===== src/rtl/fib_pkg.sv =====
// Shared constants for the Fibonacci generator slice: term width, buffer geometry
// and the ALU flag encodings, so the upstream carry decode and the buffer agree.
package fib_pkg;

    localparam int DW    = 6;
    localparam int DEPTH = 16;
    localparam int AW    = 4;

    typedef enum logic [1:0] {
        FLAG_N  = 2'b00,
        FLAG_OC = 2'b01,
        FLAG_B  = 2'b10,
        FLAG_Z  = 2'b11
    } alu_flag_e;

    typedef struct packed {
        logic          carry;
        logic [DW-1:0] data;
    } fib_term_t;

    // Carry into the buffer is the overflow/carry flag code only.
    function automatic logic flag_is_carry(input alu_flag_e flag);
        return (flag == FLAG_OC);
    endfunction

endpackage


===== src/rtl/fib_fifo_mem.sv =====
// Register-array storage for the term FIFO: one synchronous write port and one
// combinational read port. Contents are intentionally not reset.
module fib_fifo_mem #(
    parameter int W     = 7,
    parameter int DEPTH = 16,
    parameter int AW    = 4
) (
    input  logic          clk,
    input  logic          we,
    input  logic [AW-1:0] waddr,
    input  logic [W-1:0]  wdata,
    input  logic [AW-1:0] raddr,
    output logic [W-1:0]  rdata
);

    logic [W-1:0] mem_q [DEPTH];

    always_ff @(posedge clk) begin
        if (we) begin
            mem_q[waddr] <= wdata;
        end
    end

    assign rdata = mem_q[raddr];

endmodule


===== src/rtl/fib_seq_buffer.sv =====
// First-word-fall-through buffer between the Fibonacci generator and its consumer.
// Holds {carry, term} pairs; in_ready doubles as the generator's step enable.
module fib_seq_buffer
    import fib_pkg::*;
#(
    parameter int DW    = fib_pkg::DW,
    parameter int DEPTH = fib_pkg::DEPTH,
    parameter int AW    = fib_pkg::AW
) (
    input  logic          clk,
    input  logic          rst,
    input  logic          clr,
    input  logic          in_valid,
    input  logic [DW-1:0] in_data,
    input  logic          in_carry,
    output logic          in_ready,
    output logic          out_valid,
    output logic [DW-1:0] out_data,
    output logic          out_carry,
    input  logic          out_ready,
    output logic [AW:0]   count,
    output logic          full,
    output logic          empty,
    output logic          ovf_seen,
    output logic          drop_seen
);

    localparam logic [AW:0] FULL_CNT = (AW+1)'(DEPTH);

    logic [AW-1:0] wr_ptr_q, wr_ptr_d;
    logic [AW-1:0] rd_ptr_q, rd_ptr_d;
    logic [AW:0]   count_q, count_d;
    logic          ovf_seen_q, ovf_seen_d;
    logic          drop_seen_q, drop_seen_d;

    logic          push;
    logic          pop;
    logic          mem_we;
    logic [DW:0]   mem_wdata;
    logic [DW:0]   mem_rdata;

    // Status comes from the registered occupancy only, so in_ready never
    // depends on out_ready and there is no pass-through path when full.
    assign full      = (count_q == FULL_CNT);
    assign empty     = (count_q == '0);
    assign in_ready  = ~full;
    assign out_valid = ~empty;

    assign push = in_valid & in_ready;
    assign pop  = out_valid & out_ready;

    always_comb begin
        wr_ptr_d    = wr_ptr_q;
        rd_ptr_d    = rd_ptr_q;
        count_d     = count_q;
        ovf_seen_d  = ovf_seen_q;
        drop_seen_d = drop_seen_q;
        mem_we      = 1'b0;

        if (clr) begin
            wr_ptr_d    = '0;
            rd_ptr_d    = '0;
            count_d     = '0;
            ovf_seen_d  = 1'b0;
            drop_seen_d = 1'b0;
        end else begin
            if (push) begin
                mem_we   = 1'b1;
                wr_ptr_d = wr_ptr_q + AW'(1);
                if (in_carry) begin
                    ovf_seen_d = 1'b1;
                end
            end
            if (pop) begin
                rd_ptr_d = rd_ptr_q + AW'(1);
            end
            if (push && !pop) begin
                count_d = count_q + (AW+1)'(1);
            end else if (pop && !push) begin
                count_d = count_q - (AW+1)'(1);
            end
            if (in_valid && full) begin
                drop_seen_d = 1'b1;
            end
        end
    end

    always_ff @(posedge clk or posedge rst) begin
        if (rst) begin
            wr_ptr_q    <= '0;
            rd_ptr_q    <= '0;
            count_q     <= '0;
            ovf_seen_q  <= 1'b0;
            drop_seen_q <= 1'b0;
        end else begin
            wr_ptr_q    <= wr_ptr_d;
            rd_ptr_q    <= rd_ptr_d;
            count_q     <= count_d;
            ovf_seen_q  <= ovf_seen_d;
            drop_seen_q <= drop_seen_d;
        end
    end

    assign mem_wdata = {in_carry, in_data};

    fib_fifo_mem #(
        .W     (DW + 1),
        .DEPTH (DEPTH),
        .AW    (AW)
    ) u_mem (
        .clk   (clk),
        .we    (mem_we),
        .waddr (wr_ptr_q),
        .wdata (mem_wdata),
        .raddr (rd_ptr_q),
        .rdata (mem_rdata)
    );

    assign out_carry = mem_rdata[DW];
    assign out_data  = mem_rdata[DW-1:0];
    assign count     = count_q;
    assign ovf_seen  = ovf_seen_q;
    assign drop_seen = drop_seen_q;

endmodule


===== config.mk =====
export PLATFORM = sky130hd
export DESIGN_NAME = fib_seq_buffer
export DESIGN_NICKNAME = d
export VERILOG_FILES = /design/src/rtl/fib_pkg.sv /design/src/rtl/fib_fifo_mem.sv /design/src/rtl/fib_seq_buffer.sv
export SDC_FILE = /design/constraint.sdc
export NUM_CORES = 1
export LEC_CHECK = 0
export ABC_AREA = 1
export CAP_MARGIN = 10
export CELL_PAD_IN_SITES_DETAIL_PLACEMENT = 1
export CELL_PAD_IN_SITES_GLOBAL_PLACEMENT = 1
export CORE_ASPECT_RATIO = 1.1
export CORE_MARGIN = 4
export CORE_UTILIZATION = 40
export CTS_CLUSTER_DIAMETER = 120
export CTS_CLUSTER_SIZE = 28
export DETAILED_ROUTE_END_ITERATION = 10
export GPL_TIMING_DRIVEN = 0
export PLACE_DENSITY = 0.73
export SYNTH_ARGS = -nofsm -noshare
export SYNTH_HDL_FRONTEND = slang
export SYNTH_SLANG_ARGS = --single-unit

===== constraint.sdc =====
create_clock -name clk -period 3.85 [get_ports clk]
set_input_delay 0.77 -clock clk [delete_from_list [all_inputs] [get_ports clk]]
set_output_delay 0.77 -clock clk [all_outputs]
set_load 0.05 [all_outputs]

* After elaboration in Yosys (flattened, before gate mapping) *
Memory sizes are Yosys's and may differ from the RTL's.
Cells that the tools add are included.

cells by class
  mux-type cells = 16
  eq/ne operators = 1
  reductions and logical operators = 12
  bitwise operators = 4
  add/sub/neg operators = 4

operator list
  kind                                                                number
  4-bit 2-to-1 mux                                                    4
  5-bit 2-to-1 mux                                                    3
  1-bit 2-to-1 mux                                                    9
  4-bit by 1-bit adder with 4-bit output, second input constant       2
  2-bit nonzero test                                                  4
  5-bit by 1-bit adder with 5-bit output, second input constant       1
  5-bit equality test, second input constant                          1
  5-bit logical NOT                                                   1
  5-bit by 1-bit subtractor with 5-bit output, second input constant  1
  1-bit logical AND                                                   3
  3-bit nonzero test                                                  1
  1-bit bitwise AND                                                   2
  1-bit logical NOT                                                   2
  1-bit NOT                                                           2
  2-bit AND reduction                                                 1

storage, ports and cells
  output and inout port bits = 18
  bits of input ports = 12
  memories kept = 1
  register bits = 15
  RAM bits = 112

memories
  memory       depth  bits a word  rd ports  clocked after Yosys merged registers in  wr ports  RTL line            RTL
  u_mem.mem_q  16     7            1         0                                        1         fib_fifo_mem.sv:16  logic [W-1:0] mem_q [DEPTH];

* Depth between registers and ports, before layout *
  depth after elaboration = 8
  depth in mapped cells = 14

* By module *
From an unflattened synthesis, not the netlist that was laid out.

unflattened totals
  cells, all modules = 593
  area, all modules = 5885.6 µm²

modules (own cells, without submodules)
  module          area an instance (µm²)  cells an instance  times used
  fib_fifo_mem    4894.7                  478                1
  fib_seq_buffer  991.0                   115                1

* Worst setup path before layout *
OpenSTA, ideal clock, no wires.

  path type = register -> register
  start point = register count_q[2] (netlist: count[2])
  end point = register count_q[4] (netlist: count[4])
  slack = 1.416 ns
  cell stages (with the launch flop) = 14
  data required time = 3.731 ns
  arrival = 2.315 ns
  setup time = 0.119 ns
  clock period less this slack = 2.434 ns
  cell sequence = dfrtp_1 nor2_1 nand3_2 nand2_2 nand2_4 fa_1 nand3_1 nand3_1 nand2_1 nand2_1 inv_1 nand2_1 nand3_1 nand2_1

between the ends
  cells in the longest elaborated chain, start to end = 7
  elaborated cells on any way between the ends = 16
  classes of those cells = 2 x add/sub; 1 x eq/ne; 3 x mux; 4 x bitwise; 6 x reduce/logical

RTL lines
  item                      RTL line              RTL
  start: declaration        fib_seq_buffer.sv:32  logic [AW:0] count_q, count_d;
  start signal: assignment  fib_seq_buffer.sv:98  count_q <= count_d;
  5-bit logical NOT (*)     fib_seq_buffer.sv:45  assign empty = (count_q == '0);
  1-bit NOT (*)             fib_seq_buffer.sv:47  assign out_valid = ~empty;
  named net out_valid       fib_seq_buffer.sv:17  output logic out_valid,
  1-bit bitwise AND (*)     fib_seq_buffer.sv:50  assign pop = out_valid & out_ready;
  1-bit logical NOT         fib_seq_buffer.sv:77  if (push && !pop) begin
  1-bit logical AND         fib_seq_buffer.sv:77
  5-bit 2-to-1 mux          fib_seq_buffer.sv:77
  5-bit 2-to-1 mux          fib_seq_buffer.sv:60  if (clr) begin

Mark *: on every way through the listed nets, which the timed path passes. The rest lies on a longest branch. The select of a mux whose other input is x is not followed.
A chain may end at the register's enable or synchronous reset.

* Final worst setup path *
  start point = register rd_ptr_q[1]
  end point = output port out_data[5]

between the ends
  cells in the longest elaborated chain, start to end = 1

RTL lines
  item                      RTL line              RTL
  start: declaration        fib_seq_buffer.sv:31  logic [AW-1:0] rd_ptr_q, rd_ptr_d;
  start signal: assignment  fib_seq_buffer.sv:97  rd_ptr_q <= rd_ptr_d;
  memory 16 x 7 bit         n/a
  end: declaration          fib_seq_buffer.sv:18  output logic [DW-1:0] out_data,

No other way between the ends.

==> results.sh <==
export IMPL_dieArea_mm2=0.0156
export IMPL_grt_pass1_vias=4165
export IMPL_start_util_pct=41.0
export IMPL_holdPathEnd="ovf_seen$_DFFE_PP0P_"
export IMPL_die_width_um=119
export IMPL_antenna_found_initial=0
export IMPL_vdd_drop_max_mv=0.359
export IMPL_drive_gt1_share_pct=10.6
export IMPL_critPathCaptureType="primary output"
export IMPL_max_cap_viol_count=0
export IMPL_routed_wl_um=15700
export IMPL_slew_violations=0
export IMPL_final_util_pct=49.7
export IMPL_hp_start="ovf_seen$_DFFE_PP0P_"
export IMPL_drc=0
export IMPL_cts_setup_buffers=0
export IMPL_antenna_left=0
export IMPL_dpl_cell_area_mm2=0.00598
export IMPL_clockBufferDepth=2
export IMPL_critPathMaxStageDelay_ns=0.80
export IMPL_max_freq_mhz=268
export IMPL_whs_path_depth=2
export IMPL_clock_skew_ns=0.00710
export IMPL_hold_viol=0
export IMPL_htree_levels=4
export IMPL_top_usage_layer="met2"
export IMPL_met3_usage_pct=4.86
export IMPL_holdBufCountCts=0
export IMPL_r2r_start="count[0]$_DFFE_PP0P_"
export IMPL_rr_endpoint="count[4]$_DFFE_PP0P_"
export IMPL_rsz0062_at_grt="false"
export IMPL_relSlewSlack_pct=44.1
export IMPL_synth_main_ff_cell="edfxtp_1"
export IMPL_dp_hpwl_um=10000
export IMPL_met1_usage_pct=26.5
export IMPL_rows=44
export IMPL_cts_buffers=17
export IMPL_cts_sinks=127
export IMPL_netlist_cell_type_count=27
export IMPL_arrival_ns=2.96
export IMPL_min_period_over_period_pct=96.8
export IMPL_cp_required_ns=3.08
export IMPL_fin_tns_setup_ns=0
export IMPL_root_buffer="clkbuf_16"
export IMPL_hp_class="register to register"
export IMPL_place_ws_ns=0.605
export IMPL_grt_overflow_total=0
export IMPL_clk_pin_slew_ns=0.06
export IMPL_avgSynthCellArea_um2=11.5
export IMPL_pin_count=30
export IMPL_cts_tree="done"
export IMPL_wl_per_cell_um=21.8
export IMPL_cts_resized_gates=0
export IMPL_p_leak_uw=0.00239
export IMPL_port_buffers=28
export IMPL_worstSetupPathType="register to primary output"
export IMPL_synth_async_sr_flop_share_pct=11.8
export IMPL_netlist_instances=476
export IMPL_syn_cell_area_mm2=0.00547
export IMPL_synth_seq_area_share_pct=68.4
export IMPL_drt_initial_drc_count=322
export IMPL_die_h_um=131
export IMPL_dr_pass1_iters=4
export IMPL_crit_chain="buf_4 > inv_1 > buf_2 > o21ai_0 > o211ai_1 > nand3_1 > nand2_1 > clkdlybuf4s50_1"
export IMPL_grt_max_degree=18
export IMPL_synth_nets=498
export IMPL_vias=3867
export IMPL_fin_area_mm2=0.00662
export IMPL_clock_latency_ns=0.42
export IMPL_fin_nets=545
export IMPL_gp_routability_congestion=0.826
export IMPL_ys_seq_elements=127
export IMPL_p_per_area_mw_per_mm2=704
export IMPL_min_period_ns=3.73
export IMPL_worstMarginPinSlew_ns=0.835
export IMPL_setup_violations=0
export IMPL_slowest_stage="clkdlybuf4s50_1"
export IMPL_reg2reg_depth=14
export IMPL_worst_slack_ns=0.124
export IMPL_area_delta_synth_final_pct=21.1
export IMPL_antennaDiodeCount=0
export IMPL_synth_edff_count=112
export IMPL_viasPerCell=5.37
export IMPL_cp_start_kind="register"
export IMPL_met2_usage_pct=36.7
export IMPL_r2r_slack_ns=1.68
export IMPL_status="completed"
export IMPL_worstPathMaxFanout=10
export IMPL_power_total_uw=4660
export IMPL_ys_warn_count=0
export IMPL_grtUsageTotal_pct=21.2
export IMPL_fp_coreArea_mm2=0.0133
export IMPL_grt_pass1_wl_um=24200
==> per-stage QoR <==
| step | instances | hold WS [ns] |
|---|---|---|
| after detailed placement | 688 | 0.486 |
| after floorplan | 476 | 0.532 |
| after global routing | 720 | 0.533 |
| after CTS | 720 | 0.504 |
| after global placement | 688 | 0.481 |
| final | 720 | 0.497 |
==> critical path: cells and delay by family, from the launching register on <==
kind            cells  cell delay (ns)
buf+inv             4             1.38
simple gates        2             0.28
flops               1             0.39
compound gates      2             0.46
==> per-layer routing <==
metal | up-vias | wire (um)
met5 | - | 0
met4 | 0 | 233
met3 | 19 | 837
met2 | 110 | 7960
met1 | 1960 | 6650
li1 | 1778 | -
==> worst max-delay path by stage <==
stage                            start              endpoint  slack [ns]  cells past startpoint
6_report       rd_ptr_q[1]$_DFFE_PP0P_           out_data[5]        0.12                      8
5_1_grt        rd_ptr_q[0]$_DFFE_PP0P_           out_data[4]        0.01                      7
4_1_cts        rd_ptr_q[1]$_DFFE_PP0P_           out_data[5]        0.14                      8
3_5_place_dp   rd_ptr_q[1]$_DFFE_PP0P_           out_data[5]        0.61                      8
3_3_place_gp   rd_ptr_q[1]$_DFFE_PP0P_           out_data[5]        0.64                      8
2_1_floorplan     count[2]$_DFFE_PP0P_  count[4]$_DFFE_PP0P_        1.42                     13
==> sequential cells by signal, indices dropped and copies added (netlist names) <==
signal	cells
drop_seen	1
u_mem.mem_q	112
count	5
wr_ptr_q	4
ovf_seen	1
rd_ptr_q	4
==> cells in the final DEF, fill, tap and decap left out, types with 9 or more instances in the layout <==
cell and instances:
ha_1 9, inv_1 29, buf_2 10, o211ai_1 21
a21oi_1 15, nand3_1 43, dfrtp_1 15, o21ai_0 55
clkbuf_16 17, clkdlybuf4s50_1 28, edfxtp_1 112, nand2_1 36
nor2_1 94
==> synthesized netlist by cell type, types with 2 or more instances <==
master | instances | share of area, %
a21oi_1 | 15 | 1.4
buf_2 | 10 | 0.92
buf_4 | 3 | 0.41
buf_6 | 3 | 0.62
clkbuf_1 | 7 | 0.48
dfrtp_1 | 15 | 6.9
edfxtp_1 | 112 | 61
ha_1 | 9 | 2.1
inv_1 | 29 | 2.0
inv_2 | 2 | 0.14
nand2_1 | 36 | 2.5
nand2_2 | 4 | 0.46
nand3_1 | 43 | 3.9
nand3_2 | 2 | 0.37
nor2_1 | 94 | 6.5
o211ai_1 | 21 | 2.9
o21ai_0 | 55 | 5.0
o21ai_1 | 7 | 0.64
==> power by group <==
group | switching, uW | internal [uW]
combinational | 912 | 397
sequential | 54.4 | 1550
clock | 605 | 1140
==> cell type report <==
type	count	area (um2)
Buffer	24	136
Fill cell	1455	6700
Sequential cell	127	3740
Clock buffer	17	425
Clock inverter	15	219
Tap cell	184	230
Multi-Input combinational cell	294	1480
Inverter	31	116
Timing Repair Buffer	28	280
==> cells by family (layout without fill, tap and decap cells) <==
family	after synthesis	in the layout	share of synthesized area, %
XOR/XNOR	2	2	0.320
adder cells (fa/ha/maj)	10	10	2.43
buffers and inverters	55	115	4.62
flip-flops	127	127	68.4
AND/OR/NAND/NOR	183	183	14.2
AO/OA/AOI/OAI	99	99	10.1
Power figures use the tool's default switching activity.
